**src/rtl/mbf_tap_scheduler_pkg.sv**
```systemverilog
// Shared types, default sizing and address helper for the MBF tap scheduler.
package mbf_pkg;

  localparam int unsigned MBF_N_OUT  = 527;
  localparam int unsigned MBF_N_TAP  = 32;
  localparam int unsigned MBF_N_BANK = 4;
  localparam int unsigned MBF_ADDR_W = 10;
  localparam int unsigned MBF_TAP_W  = 5;

  typedef enum logic [1:0] {
    ST_IDLE  = 2'd0,
    ST_LPF   = 2'd1,
    ST_HPF   = 2'd2,
    ST_DRAIN = 2'd3
  } mbf_state_e;

  typedef struct packed {
    logic [31:0] bank;
    logic [31:0] word;
  } mbf_addr_t;

  // Sample index n - k, offset by the N_TAP-1 zero words padded in front of memory.
  function automatic mbf_addr_t mbf_addr(input int unsigned n, input int unsigned k,
                                         input int unsigned n_tap, input int unsigned bank_w);
    int unsigned a;
    mbf_addr_t   r;
    a      = n + (n_tap - 1) - k;
    r.bank = a & ((32'd1 << bank_w) - 32'd1);
    r.word = a >> bank_w;
    return r;
  endfunction

endpackage

```
**src/rtl/mbf_tap_scheduler_if.sv**
```systemverilog
// Control/read/MAC bundle between the MBF tap scheduler (master) and the MBF datapath (slave).
interface mbf_tap_scheduler_if #(
  parameter int unsigned BANK_W = 2,
  parameter int unsigned ADDR_W = 10,
  parameter int unsigned TAP_W  = 5
);
  // start is a single-cycle request taken only while busy and done are both low;
  // hold is a level stall: while high no rd_en is issued, in-flight reads still finish.
  logic              start;
  logic              hold;
  logic              busy;
  logic              done;
  logic              rd_en;
  logic [BANK_W-1:0] rd_bank;
  logic [ADDR_W-1:0] rd_addr;
  logic [TAP_W-1:0]  coef_idx;
  logic              acc_en;
  logic              acc_first;
  logic              acc_sel;
  logic              y_valid;
  logic              z_valid;
  logic [15:0]       stall_cnt;

  modport master (
    input  start, hold,
    output busy, done, rd_en, rd_bank, rd_addr, coef_idx,
           acc_en, acc_first, acc_sel, y_valid, z_valid, stall_cnt
  );

  modport slave (
    output start, hold,
    input  busy, done, rd_en, rd_bank, rd_addr, coef_idx,
           acc_en, acc_first, acc_sel, y_valid, z_valid, stall_cnt
  );
endinterface

```
**src/rtl/mbf_tap_scheduler_addr_gen.sv**
```systemverilog
// Maps (n, k) to bank/word read address and registers the stage-1 MAC controls.
module mbf_addr_gen
  import mbf_pkg::*;
#(
  parameter int unsigned N_TAP  = MBF_N_TAP,
  parameter int unsigned BANK_W = 2,
  parameter int unsigned ADDR_W = MBF_ADDR_W,
  parameter int unsigned TAP_W  = MBF_TAP_W,
  parameter int unsigned N_W    = 10
) (
  input  logic              clk,
  input  logic              reset,
  input  logic              issue,
  input  logic              pass,
  input  logic [N_W-1:0]    n,
  input  logic [TAP_W-1:0]  k,
  output logic [BANK_W-1:0] rd_bank,
  output logic [ADDR_W-1:0] rd_addr,
  output logic [TAP_W-1:0]  coef_idx,
  output logic              acc_first,
  output logic              acc_sel
);

  mbf_addr_t addr_s;
  logic      acc_first_d, acc_first_q;
  logic      acc_sel_d, acc_sel_q;

  // Read-side outputs are forced to zero whenever no read is issued.
  always_comb begin
    addr_s      = mbf_addr(32'(n), 32'(k), N_TAP, BANK_W);
    rd_bank     = '0;
    rd_addr     = '0;
    coef_idx    = '0;
    if (issue) begin
      rd_bank  = BANK_W'(addr_s.bank);
      rd_addr  = ADDR_W'(addr_s.word);
      coef_idx = k;
    end
    acc_first_d = issue && (k == '0);
    acc_sel_d   = issue && pass;
  end

  always_ff @(posedge clk or negedge reset) begin
    if (!reset) begin
      acc_first_q <= 1'b0;
      acc_sel_q   <= 1'b0;
    end else begin
      acc_first_q <= acc_first_d;
      acc_sel_q   <= acc_sel_d;
    end
  end

  assign acc_first = acc_first_q;
  assign acc_sel   = acc_sel_q;

endmodule

```
**src/rtl/mbf_tap_scheduler.sv**
```systemverilog
// MBF tap scheduler: per output n runs an LPF then an HPF pass of N_TAP reads on one shared MAC.
// Optional stall cycle counter enabled by defining MBF_STALL_CNT_EN.
module mbf_tap_scheduler
  import mbf_pkg::*;
#(
  parameter int unsigned N_OUT  = MBF_N_OUT,
  parameter int unsigned N_TAP  = MBF_N_TAP,
  parameter int unsigned N_BANK = MBF_N_BANK,
  parameter int unsigned ADDR_W = MBF_ADDR_W,
  parameter int unsigned TAP_W  = MBF_TAP_W
) (
  input  logic                 clk,
  input  logic                 reset,
  mbf_tap_scheduler_if.master  bus,
  output mbf_state_e           dbg_state
);

  localparam int unsigned BANK_W = $clog2(N_BANK);
  localparam int unsigned N_W    = (N_OUT > 1) ? $clog2(N_OUT) : 1;
  localparam logic [TAP_W-1:0] K_LAST = TAP_W'(N_TAP - 1);
  localparam logic [N_W-1:0]   N_LAST = N_W'(N_OUT - 1);

  mbf_state_e       state_d, state_q;
  logic [N_W-1:0]   n_d, n_q;
  logic [TAP_W-1:0] k_d, k_q;
  logic             drain_d, drain_q;
  logic             busy_d, busy_q;
  logic             done_d, done_q;
  logic             acc_en_d, acc_en_q;
  logic             acc_last_d, acc_last_q;
  logic             y_valid_d, y_valid_q;
  logic             z_valid_d, z_valid_q;

  logic             issue, last_tap, last_n, start_ok;
  logic             acc_first_s, acc_sel_s;
  logic [BANK_W-1:0] rd_bank_s;
  logic [ADDR_W-1:0] rd_addr_s;
  logic [TAP_W-1:0]  coef_idx_s;

  always_comb begin
    issue    = ((state_q == ST_LPF) || (state_q == ST_HPF)) && !bus.hold;
    last_tap = (k_q == K_LAST);
    last_n   = (n_q == N_LAST);
    // done_q covers the cycle busy has just fallen, where a new start is still refused.
    start_ok = bus.start && (state_q == ST_IDLE) && !done_q;

    state_d = state_q;
    n_d     = n_q;
    k_d     = k_q;
    drain_d = drain_q;
    done_d  = 1'b0;

    case (state_q)
      ST_IDLE: begin
        if (start_ok) begin
          state_d = ST_LPF;
          n_d     = '0;
          k_d     = '0;
        end
      end
      ST_LPF, ST_HPF: begin
        if (issue) begin
          if (!last_tap) begin
            k_d = k_q + TAP_W'(1);
          end else begin
            k_d = '0;
            if (state_q == ST_LPF) begin
              state_d = ST_HPF;
            end else if (!last_n) begin
              state_d = ST_LPF;
              n_d     = n_q + N_W'(1);
            end else begin
              state_d = ST_DRAIN;
              drain_d = 1'b0;
            end
          end
        end
      end
      ST_DRAIN: begin
        if (drain_q) begin
          state_d = ST_IDLE;
          done_d  = 1'b1;
          drain_d = 1'b0;
        end else begin
          drain_d = 1'b1;
        end
      end
      default: state_d = ST_IDLE;
    endcase

    busy_d     = (state_d != ST_IDLE);
    acc_en_d   = issue;
    acc_last_d = issue && last_tap;
    y_valid_d  = acc_en_q && acc_last_q && !acc_sel_s;
    z_valid_d  = acc_en_q && acc_last_q && acc_sel_s;
  end

  always_ff @(posedge clk or negedge reset) begin
    if (!reset) begin
      state_q    <= ST_IDLE;
      n_q        <= '0;
      k_q        <= '0;
      drain_q    <= 1'b0;
      busy_q     <= 1'b0;
      done_q     <= 1'b0;
      acc_en_q   <= 1'b0;
      acc_last_q <= 1'b0;
      y_valid_q  <= 1'b0;
      z_valid_q  <= 1'b0;
    end else begin
      state_q    <= state_d;
      n_q        <= n_d;
      k_q        <= k_d;
      drain_q    <= drain_d;
      busy_q     <= busy_d;
      done_q     <= done_d;
      acc_en_q   <= acc_en_d;
      acc_last_q <= acc_last_d;
      y_valid_q  <= y_valid_d;
      z_valid_q  <= z_valid_d;
    end
  end

  mbf_addr_gen #(
    .N_TAP (N_TAP),
    .BANK_W(BANK_W),
    .ADDR_W(ADDR_W),
    .TAP_W (TAP_W),
    .N_W   (N_W)
  ) u_addr_gen (
    .clk      (clk),
    .reset    (reset),
    .issue    (issue),
    .pass     (state_q == ST_HPF),
    .n        (n_q),
    .k        (k_q),
    .rd_bank  (rd_bank_s),
    .rd_addr  (rd_addr_s),
    .coef_idx (coef_idx_s),
    .acc_first(acc_first_s),
    .acc_sel  (acc_sel_s)
  );

  assign bus.busy      = busy_q;
  assign bus.done      = done_q;
  assign bus.rd_en     = issue;
  assign bus.rd_bank   = rd_bank_s;
  assign bus.rd_addr   = rd_addr_s;
  assign bus.coef_idx  = coef_idx_s;
  assign bus.acc_en    = acc_en_q;
  assign bus.acc_first = acc_first_s;
  assign bus.acc_sel   = acc_sel_s;
  assign bus.y_valid   = y_valid_q;
  assign bus.z_valid   = z_valid_q;
  assign dbg_state     = state_q;

`ifdef MBF_STALL_CNT_EN
  logic [15:0] stall_cnt_d, stall_cnt_q;

  always_comb begin
    stall_cnt_d = stall_cnt_q;
    if (start_ok) begin
      stall_cnt_d = '0;
    end else if (busy_q && bus.hold && (stall_cnt_q != 16'hFFFF)) begin
      stall_cnt_d = stall_cnt_q + 16'd1;
    end
  end

  always_ff @(posedge clk or negedge reset) begin
    if (!reset) begin
      stall_cnt_q <= '0;
    end else begin
      stall_cnt_q <= stall_cnt_d;
    end
  end

  assign bus.stall_cnt = stall_cnt_q;
`else
  assign bus.stall_cnt = '0;
`endif

endmodule
```
**src/flat_wrapper.sv**
```systemverilog
// flat-port wrapper written by rule: the top's interface ports become plain ports
module mbf_tap_scheduler_flat import mbf_pkg::*;
#(
  parameter int unsigned N_OUT  = MBF_N_OUT,
  parameter int unsigned N_TAP  = MBF_N_TAP,
  parameter int unsigned N_BANK = MBF_N_BANK,
  parameter int unsigned ADDR_W = MBF_ADDR_W,
  parameter int unsigned TAP_W  = MBF_TAP_W
)
  (clk, reset, dbg_state, bus_start, bus_hold, bus_busy, bus_done, bus_rd_en, bus_rd_bank, bus_rd_addr, bus_coef_idx, bus_acc_en, bus_acc_first, bus_acc_sel, bus_y_valid, bus_z_valid, bus_stall_cnt);
  mbf_tap_scheduler_if #(.ADDR_W(ADDR_W), .TAP_W(TAP_W)) bus_i ();
  input  logic clk;
  input  logic reset;
  output mbf_state_e dbg_state;
  input wire logic [$bits(bus_i.start)-1:0] bus_start;
  input wire logic [$bits(bus_i.hold)-1:0] bus_hold;
  output wire logic [$bits(bus_i.busy)-1:0] bus_busy;
  output wire logic [$bits(bus_i.done)-1:0] bus_done;
  output wire logic [$bits(bus_i.rd_en)-1:0] bus_rd_en;
  output wire logic [$bits(bus_i.rd_bank)-1:0] bus_rd_bank;
  output wire logic [$bits(bus_i.rd_addr)-1:0] bus_rd_addr;
  output wire logic [$bits(bus_i.coef_idx)-1:0] bus_coef_idx;
  output wire logic [$bits(bus_i.acc_en)-1:0] bus_acc_en;
  output wire logic [$bits(bus_i.acc_first)-1:0] bus_acc_first;
  output wire logic [$bits(bus_i.acc_sel)-1:0] bus_acc_sel;
  output wire logic [$bits(bus_i.y_valid)-1:0] bus_y_valid;
  output wire logic [$bits(bus_i.z_valid)-1:0] bus_z_valid;
  output wire logic [$bits(bus_i.stall_cnt)-1:0] bus_stall_cnt;
  assign bus_i.start = bus_start;
  assign bus_i.hold = bus_hold;
  assign bus_busy = bus_i.busy;
  assign bus_done = bus_i.done;
  assign bus_rd_en = bus_i.rd_en;
  assign bus_rd_bank = bus_i.rd_bank;
  assign bus_rd_addr = bus_i.rd_addr;
  assign bus_coef_idx = bus_i.coef_idx;
  assign bus_acc_en = bus_i.acc_en;
  assign bus_acc_first = bus_i.acc_first;
  assign bus_acc_sel = bus_i.acc_sel;
  assign bus_y_valid = bus_i.y_valid;
  assign bus_z_valid = bus_i.z_valid;
  assign bus_stall_cnt = bus_i.stall_cnt;
  mbf_tap_scheduler #(.N_OUT(N_OUT), .N_TAP(N_TAP), .N_BANK(N_BANK), .ADDR_W(ADDR_W), .TAP_W(TAP_W)) u_core (.clk(clk), .reset(reset), .bus(bus_i), .dbg_state(dbg_state));
endmodule
```
**config.mk**
```make
export PLATFORM = sky130hd
export DESIGN_NAME = mbf_tap_scheduler_flat
export DESIGN_NICKNAME = d
export VERILOG_FILES = /design/src/rtl/mbf_tap_scheduler_pkg.sv /design/src/rtl/mbf_tap_scheduler_if.sv /design/src/rtl/mbf_tap_scheduler_addr_gen.sv /design/src/rtl/mbf_tap_scheduler.sv /design/src/flat_wrapper.sv
export SDC_FILE = /design/constraint.sdc
export NUM_CORES = 1
export LEC_CHECK = 0
export CAP_MARGIN = 10
export CORE_ASPECT_RATIO = 0.8
export CORE_MARGIN = 4
export CORE_UTILIZATION = 33
export CTS_CLUSTER_SIZE = 28
export DETAILED_ROUTE_END_ITERATION = 10
export GPL_ROUTABILITY_DRIVEN = 0
export HOLD_SLACK_MARGIN = 0.15
export PLACE_DENSITY = 0.65
export SYNTH_ARGS = -nofsm -noshare
export SYNTH_HDL_FRONTEND = slang
export SYNTH_SLANG_ARGS = --single-unit
```
**constraint.sdc**
```tcl
create_clock -name clk -period 7.95 [get_ports clk]
set_clock_uncertainty 0.15 [all_clocks]
set_input_delay 1.1925 -clock clk [delete_from_list [all_inputs] [get_ports clk]]
set_output_delay 1.1925 -clock clk [all_outputs]
set_load 0.02 [all_outputs]
```
==> results of run 1 <==
==> cells in the final DEF (no fill, tap or decap), types with 3 or more instances in the layout <==
cell type	count
a211oi_1	5
a21oi_1	7
and2_1	6
and3_1	6
clkbuf_8	3
clkdlybuf4s50_1	30
conb_1	16
dfrtp_1	26
ha_1	15
inv_1	17
nand2_1	14
nand2b_1	4
nand3_1	12
nand4_1	7
nor2_1	26
nor2b_1	8
nor4_1	3
o211ai_1	4
o21a_1	3
o21ai_0	13
o31ai_1	3
or2_2	4
or3_1	5
xnor2_1	5
xor2_1	6
==> cell families after synthesis <==
| family | synth area share [%] |
|---|---|
| simple gates | 27.0 |
| compound gates | 17.3 |
| buf+inv | 11.3 |
| flops | 29.8 |
| fa+ha+maj | 9.51 |
| xor+xnor | 4.41 |
| other cells | 0.172 |
| mux | 0.515 |
==> stage by stage <==
step	instances	util (%)	total power, mW	instance area, um2
6_report	367	39.7	0.639	2540
2_1_floorplan	278	-	0.420	2240
5_1_grt	367	39.7	0.691	2540
3_5_place_dp	363	38.5	0.532	2470
3_3_place_gp	363	38.5	0.528	2470
4_1_cts	367	39.7	0.646	2540
==> where the power goes <==
group	switching (mW)	internal (mW)	leakage, nW
combinational	0.202	0.141	0.695
clock	0.0422	0.0674	0.0357
sequential	0.0282	0.158	0.351
==> worst max-delay path: cells and delay by family, from the launching register on <==
family | cells | cell delay (ns)
AO/OA/AOI/OAI | 4 | 0.84
adder cells (fa/ha/maj) | 2 | 0.48
buffers and inverters | 2 | 0.78
flip-flops | 1 | 0.51
AND/OR/NAND/NOR | 3 | 0.85
==> registers in the layout, indices dropped and copies added, names as in the netlist <==
| name | count |
|---|---|
| u_core.n_q | 10 |
| u_core.k_q | 5 |
| u_core.dbg_state | 2 |
| u_core.acc_last_q | 1 |
| u_core.bus.acc_en | 1 |
| u_core.bus.busy | 1 |
| u_core.bus.done | 1 |
| u_core.bus.y_valid | 1 |
| u_core.bus.z_valid | 1 |
| u_core.drain_q | 1 |
| u_core.u_addr_gen.acc_first | 1 |
| u_core.u_addr_gen.acc_sel | 1 |
==> metal layers <==
metal | GRT usage [%] | share of wire (%) | wire [um]
met1 | 17.0 | 50 | 2400
met2 | 20.2 | 45 | 2200
met3 | 2.92 | 4.9 | 236
met4 | 0.955 | 0 | 0
met5 | 0 | 0 | 0
==> cells in the mapped netlist, types with 3 or more instances <==
master	number	area share (%)
nand4_1	7	2.0
o21ai_0	13	3.0
nor2_1	26	4.5
buf_4	16	5.5
inv_1	17	2.9
nand2_1	14	2.4
nand3_1	12	2.7
xor2_1	6	2.4
nor2b_1	8	2.3
and2_1	6	1.7
a21oi_1	7	1.6
nor4_1	3	0.86
ha_1	15	8.6
a211oi_1	5	1.7
and3_1	6	1.7
dfrtp_1	26	30
or3_1	5	1.4
o31ai_1	3	1.0
or2_2	4	1.1
xnor2_1	5	2.0
nand2b_1	4	1.1
o21a_1	3	1.0
clkbuf_1	9	1.5
o211ai_1	4	1.4
==> final timing paths <==
path,start,end,slack (ns),cells after the start
max,u_core.n_q[0],bus_rd_addr[8],2.87,11
min in group asynchronous,reset,u_core.n_q[8],1.12,2
min reg2reg,u_core.u_addr_gen.acc_sel,u_core.bus.y_valid,0.30,1
min,u_core.u_addr_gen.acc_sel,u_core.bus.y_valid,0.30,1
max in group asynchronous,reset,u_core.bus.busy,6.27,2
max reg2reg,u_core.k_q[1],u_core.n_q[8],4.98,8
==> area by class of cell <==
type / count / area, um2
Fill cell: 647 / 3870
Clock inverter: 1 / 30.0
Tap cell: 84 / 105
Clock buffer: 3 / 41.3
Inverter: 17 / 63.8
Sequential cell: 26 / 651
Multi-Input combinational cell: 205 / 1340
Timing Repair Buffer: 31 / 308
==> results.yml, run 1 <==
run_status:
  status: "complete, no violations"
timing:
  hold_viol: 0
  slew_viol_final: 0
  slew_headroom_pct: 55.7
  fin_ws_ns: 2.87
  rsz0062_at_grt: "false"
  worst_slew_pin_slew_ns: 0.664
  fin_hold_ws_ns: 0.303
  setup_viol: 0
  fin_crit_sh_pct: 64.0
  fin_crit_ns: 5.08
  max_freq_ghz: 0.197
  fin_setup_tns_ns: 0
floorplanning:
  row_count: 26
  core_area_um2: 6410
  start_util_pct: 34.1
  die_area_um2: 7990
  io_pins: 47
  die_h_um: 80.8
  die_x_um: 99.0
clocking:
  post_cts_buffers: 0
  clock_latency_ns: 0.27
  cts_tree: "built"
  cts.sinks: 26
  clk_path_buf_depth: 2
  root_buffer: "clkbuf_8"
  numCtsBuffers: 3
  holdBufCountCts: 0
  cts-resized-gates: 0
  htree_num_levels: 1
  clk_pin_slew_ns: 0.09
pwr:
  vdd_ir_drop_max_mv: 0.0802
  p_per_area_nw_per_um2: 251
  p_leak_nw: 1.08
final_layout:
  areaGrowthSynthToFinish_pct: 16.3
  fin_nets: 304
  drive_gt1_share_pct: 5.30
  diodes: 0
run:
  max-cap-violations: 0
detailed_routing:
  drt-pass1-iter-count: 4
  ant_nets: 0
  drcViolationCount: 0
  dr_total_vias: 1836
  wirelength_um: 4840
  drt_iter0_drc: 99
  avgRoutedWirePerCell_um: 13.2
  via_per_inst: 5.00
synthesis:
  synthCells: 263
  ys_warn_count: 0
  ys_seq_area_share_pct: 29.8
  synth_edf_count: 0
  synth-seq-cells: 26
  syn_area_um2: 2180
  yosys.cell_types.count: 55
  syn_area_per_cell_um2: 8.31
  ys.flop_type: "dfrtp_1"
  ys_async_sr_fraction_pct: 100
grt:
  grt_pass1_wl_um: 8220
  grt_max_degree: 27
  antenna_found_initial: 0
  grt_pass1_vias: 1803
  overflow: 0
  grt.total_usage_pct: 12.2
min_path:
  hp-class: "reg -> reg"
setup_path:
  arrival_ns: 3.74
  worstPathMaxFanout: 11
  cpMaxStageDelayCell: "clkdlybuf4s50_1"
  max_stage_delay_ns: 0.63
  critPathCaptureType: "output port"
  cpMostUsedCell: "ha_1"
  startpoint_type: "flop"
  required_ns: 6.61
  crit_chain: "inv_1, ha_1, or4b_1, nand2_1, ha_1, o21a_1, o31a_1, a211oi_1, nand4_1, a21oi_1, clkdlybuf4s50_1"
  path_class: "reg -> out"
placement:
  hpwl_um: 3720
  port_buffers: 30
  place_ws_ns: 3.18
(Power assumes the default switching activity.)
==> inputs of run 2 (changes only) <==
Settings changed: PLACE_DENSITY 0.65 to 0.67.
Clock period 7.95 ns to 4.6 ns, I/O delays scaled along.
==> results.yml, run 2 (synthesis results as in run 1) <==
final_layout:
  nFillCells: 638
  fin_area_um2: 2560
  diodes: 0
  layout_commonest_cell: "clkdlybuf4s50_1"
  largest_reg_flops: 10
  fin_nets: 306
  drive_gt1_share_pct: 6.67
  top_register: "u_core.n_q"
  mostFrequentLayoutCells: "30 x clkdlybuf4s50_1, 26 x nor2_1, 26 x dfrtp_1, 17 x inv_1, 16 x conb_1"
  areaGrowthSynthToFinish_pct: 17.4
pwr:
  power.total_mw: 1.11
  p_per_area_nw_per_um2: 433
  p_leak_nw: 1.09
  vdd_ir_drop_max_mv: 0.151
detailed_routing:
  wl_met2_um: 2120
  drcViolationCount: 0
  wl_met3_um: 239
  drt_iter0_drc: 135
  wirelength_um: 4740
  drt-pass1-iter-count: 4
  via_per_inst: 5.05
  ant_nets: 0
  avgRoutedWirePerCell_um: 12.8
  drt-met1-wl_um: 2340
  dr.max_layer_used: "met4"
  dr_total_vias: 1865
timing:
  fin_setup_tns_ns: 0
  rsz0062_at_grt: "false"
  worst_slew_pin_slew_ns: 0.563
  fin_hold_ws_ns: 0.302
  slew_viol_final: 0
  max_freq_ghz: 0.233
  slew_headroom_pct: 62.4
  fin_ws_ns: 0.300
  hold_viol: 0
  fin_crit_sh_pct: 93.5
  setup_viol: 0
  fin_crit_ns: 4.30
clocking:
  clk_path_buf_depth: 2
  cts.sinks: 26
  htree_num_levels: 1
  cts-resized-gates: 0
  clock_latency_ns: 0.27
  root_buffer: "clkbuf_8"
  numCtsBuffers: 3
  cts_tree: "built"
  clk_pin_slew_ns: 0.09
  post_cts_buffers: 0
  holdBufCountCts: 0
setup_path:
  path_class: "reg -> out"
  max_stage_delay_ns: 0.61
  critPathTopFamily: "simple AND/OR/NAND/NOR gates"
  required_ns: 3.76
  startpoint_type: "flop"
  ff2ff_setup_slack_ns: 1.62
  cpMaxStageDelayCell: "clkdlybuf4s50_1"
  arrival_ns: 3.46
  cp.buffers_inverters: 2
  crit_chain: "inv_1, ha_1, or4b_4, nand2_1, ha_1, o21a_1, o31a_1, a211oi_2, nand4_1, a21oi_1, clkdlybuf4s50_1"
  cpMostUsedCell: "ha_1"
  critPathCaptureType: "output port"
  worstPathMaxFanout: 11
placement:
  hpwl_um: 3690
  port_buffers: 30
  place_area_um2: 2480
  place_ws_ns: 0.377
run:
  max-cap-violations: 0
min_path:
  hp-class: "reg -> reg"
grt:
  grt_pass1_vias: 1755
  overflow: 0
  grt_pass1_wl_um: 8320
  grt.total_usage_pct: 12.4
  antenna_found_initial: 0
  grt_max_degree: 27
floorplanning:
  core_area_um2: 6410
  die_h_um: 80.8
  die_area_um2: 7990
  start_util_pct: 34.1
  io_pins: 47
  row_count: 26
  die_x_um: 99.0
run_status:
  status: "complete, no violations"
==> run 2: cell types whose count changed in the layout (fill, tap and decap cells not counted) <==
cell      delta
or4b_4       +1
a211oi_2     +1
or4b_1       -1
buf_4        +2
a211oi_1     -1
==> run 2: final cells by class <==
type                    instances  area (um2)  area share (%)
multi-input cells             205        1350            52.7
flip-flops and latches         26         651            25.4
repair buffers                 33         323            12.6
well taps                      84         105            4.10
inverters                      17        63.8            2.49
clock buffers                   3        41.3            1.61
clock inverters                 1        30.0            1.17
==> run 2: path summary, 6_finish.rpt <==
check                                     startpoint                 end  cells past startpoint
setup / recovery                       u_core.n_q[0]      bus_rd_addr[8]                     11
hold reg to reg            u_core.u_addr_gen.acc_sel  u_core.bus.y_valid                      1
max in group asynchronous                      reset       u_core.n_q[2]                      2
hold / removal             u_core.u_addr_gen.acc_sel  u_core.bus.y_valid                      1
min in group asynchronous                      reset       u_core.n_q[5]                      2
setup reg to reg                       u_core.k_q[1]       u_core.n_q[8]                      8
==> run 2: per-layer routing <==
metal / vias up / track usage, %
met1: 882 / 17.6
met5: - / 0
met3: 6 / 3.00
li1: 934 / -
met2: 43 / 19.3
met4: 0 / 2.18
==> run 2: report_power, final <==
group	total, mW	switching [mW]	internal (mW)	leakage (nW)
combinational	0.600	0.350	0.250	0.705
sequential	0.320	0.0476	0.272	0.351
clock	0.190	0.0736	0.116	0.0357
==> run 2: metrics by stage <==
| stage | util, % | instances |
|---|---|---|
| floorplan | - | 278 |
| global placement | 38.8 | 365 |
| detailed placement | 38.8 | 365 |
| CTS | 39.9 | 369 |
| global route | 40.0 | 369 |
| finish | 40.0 | 369 |
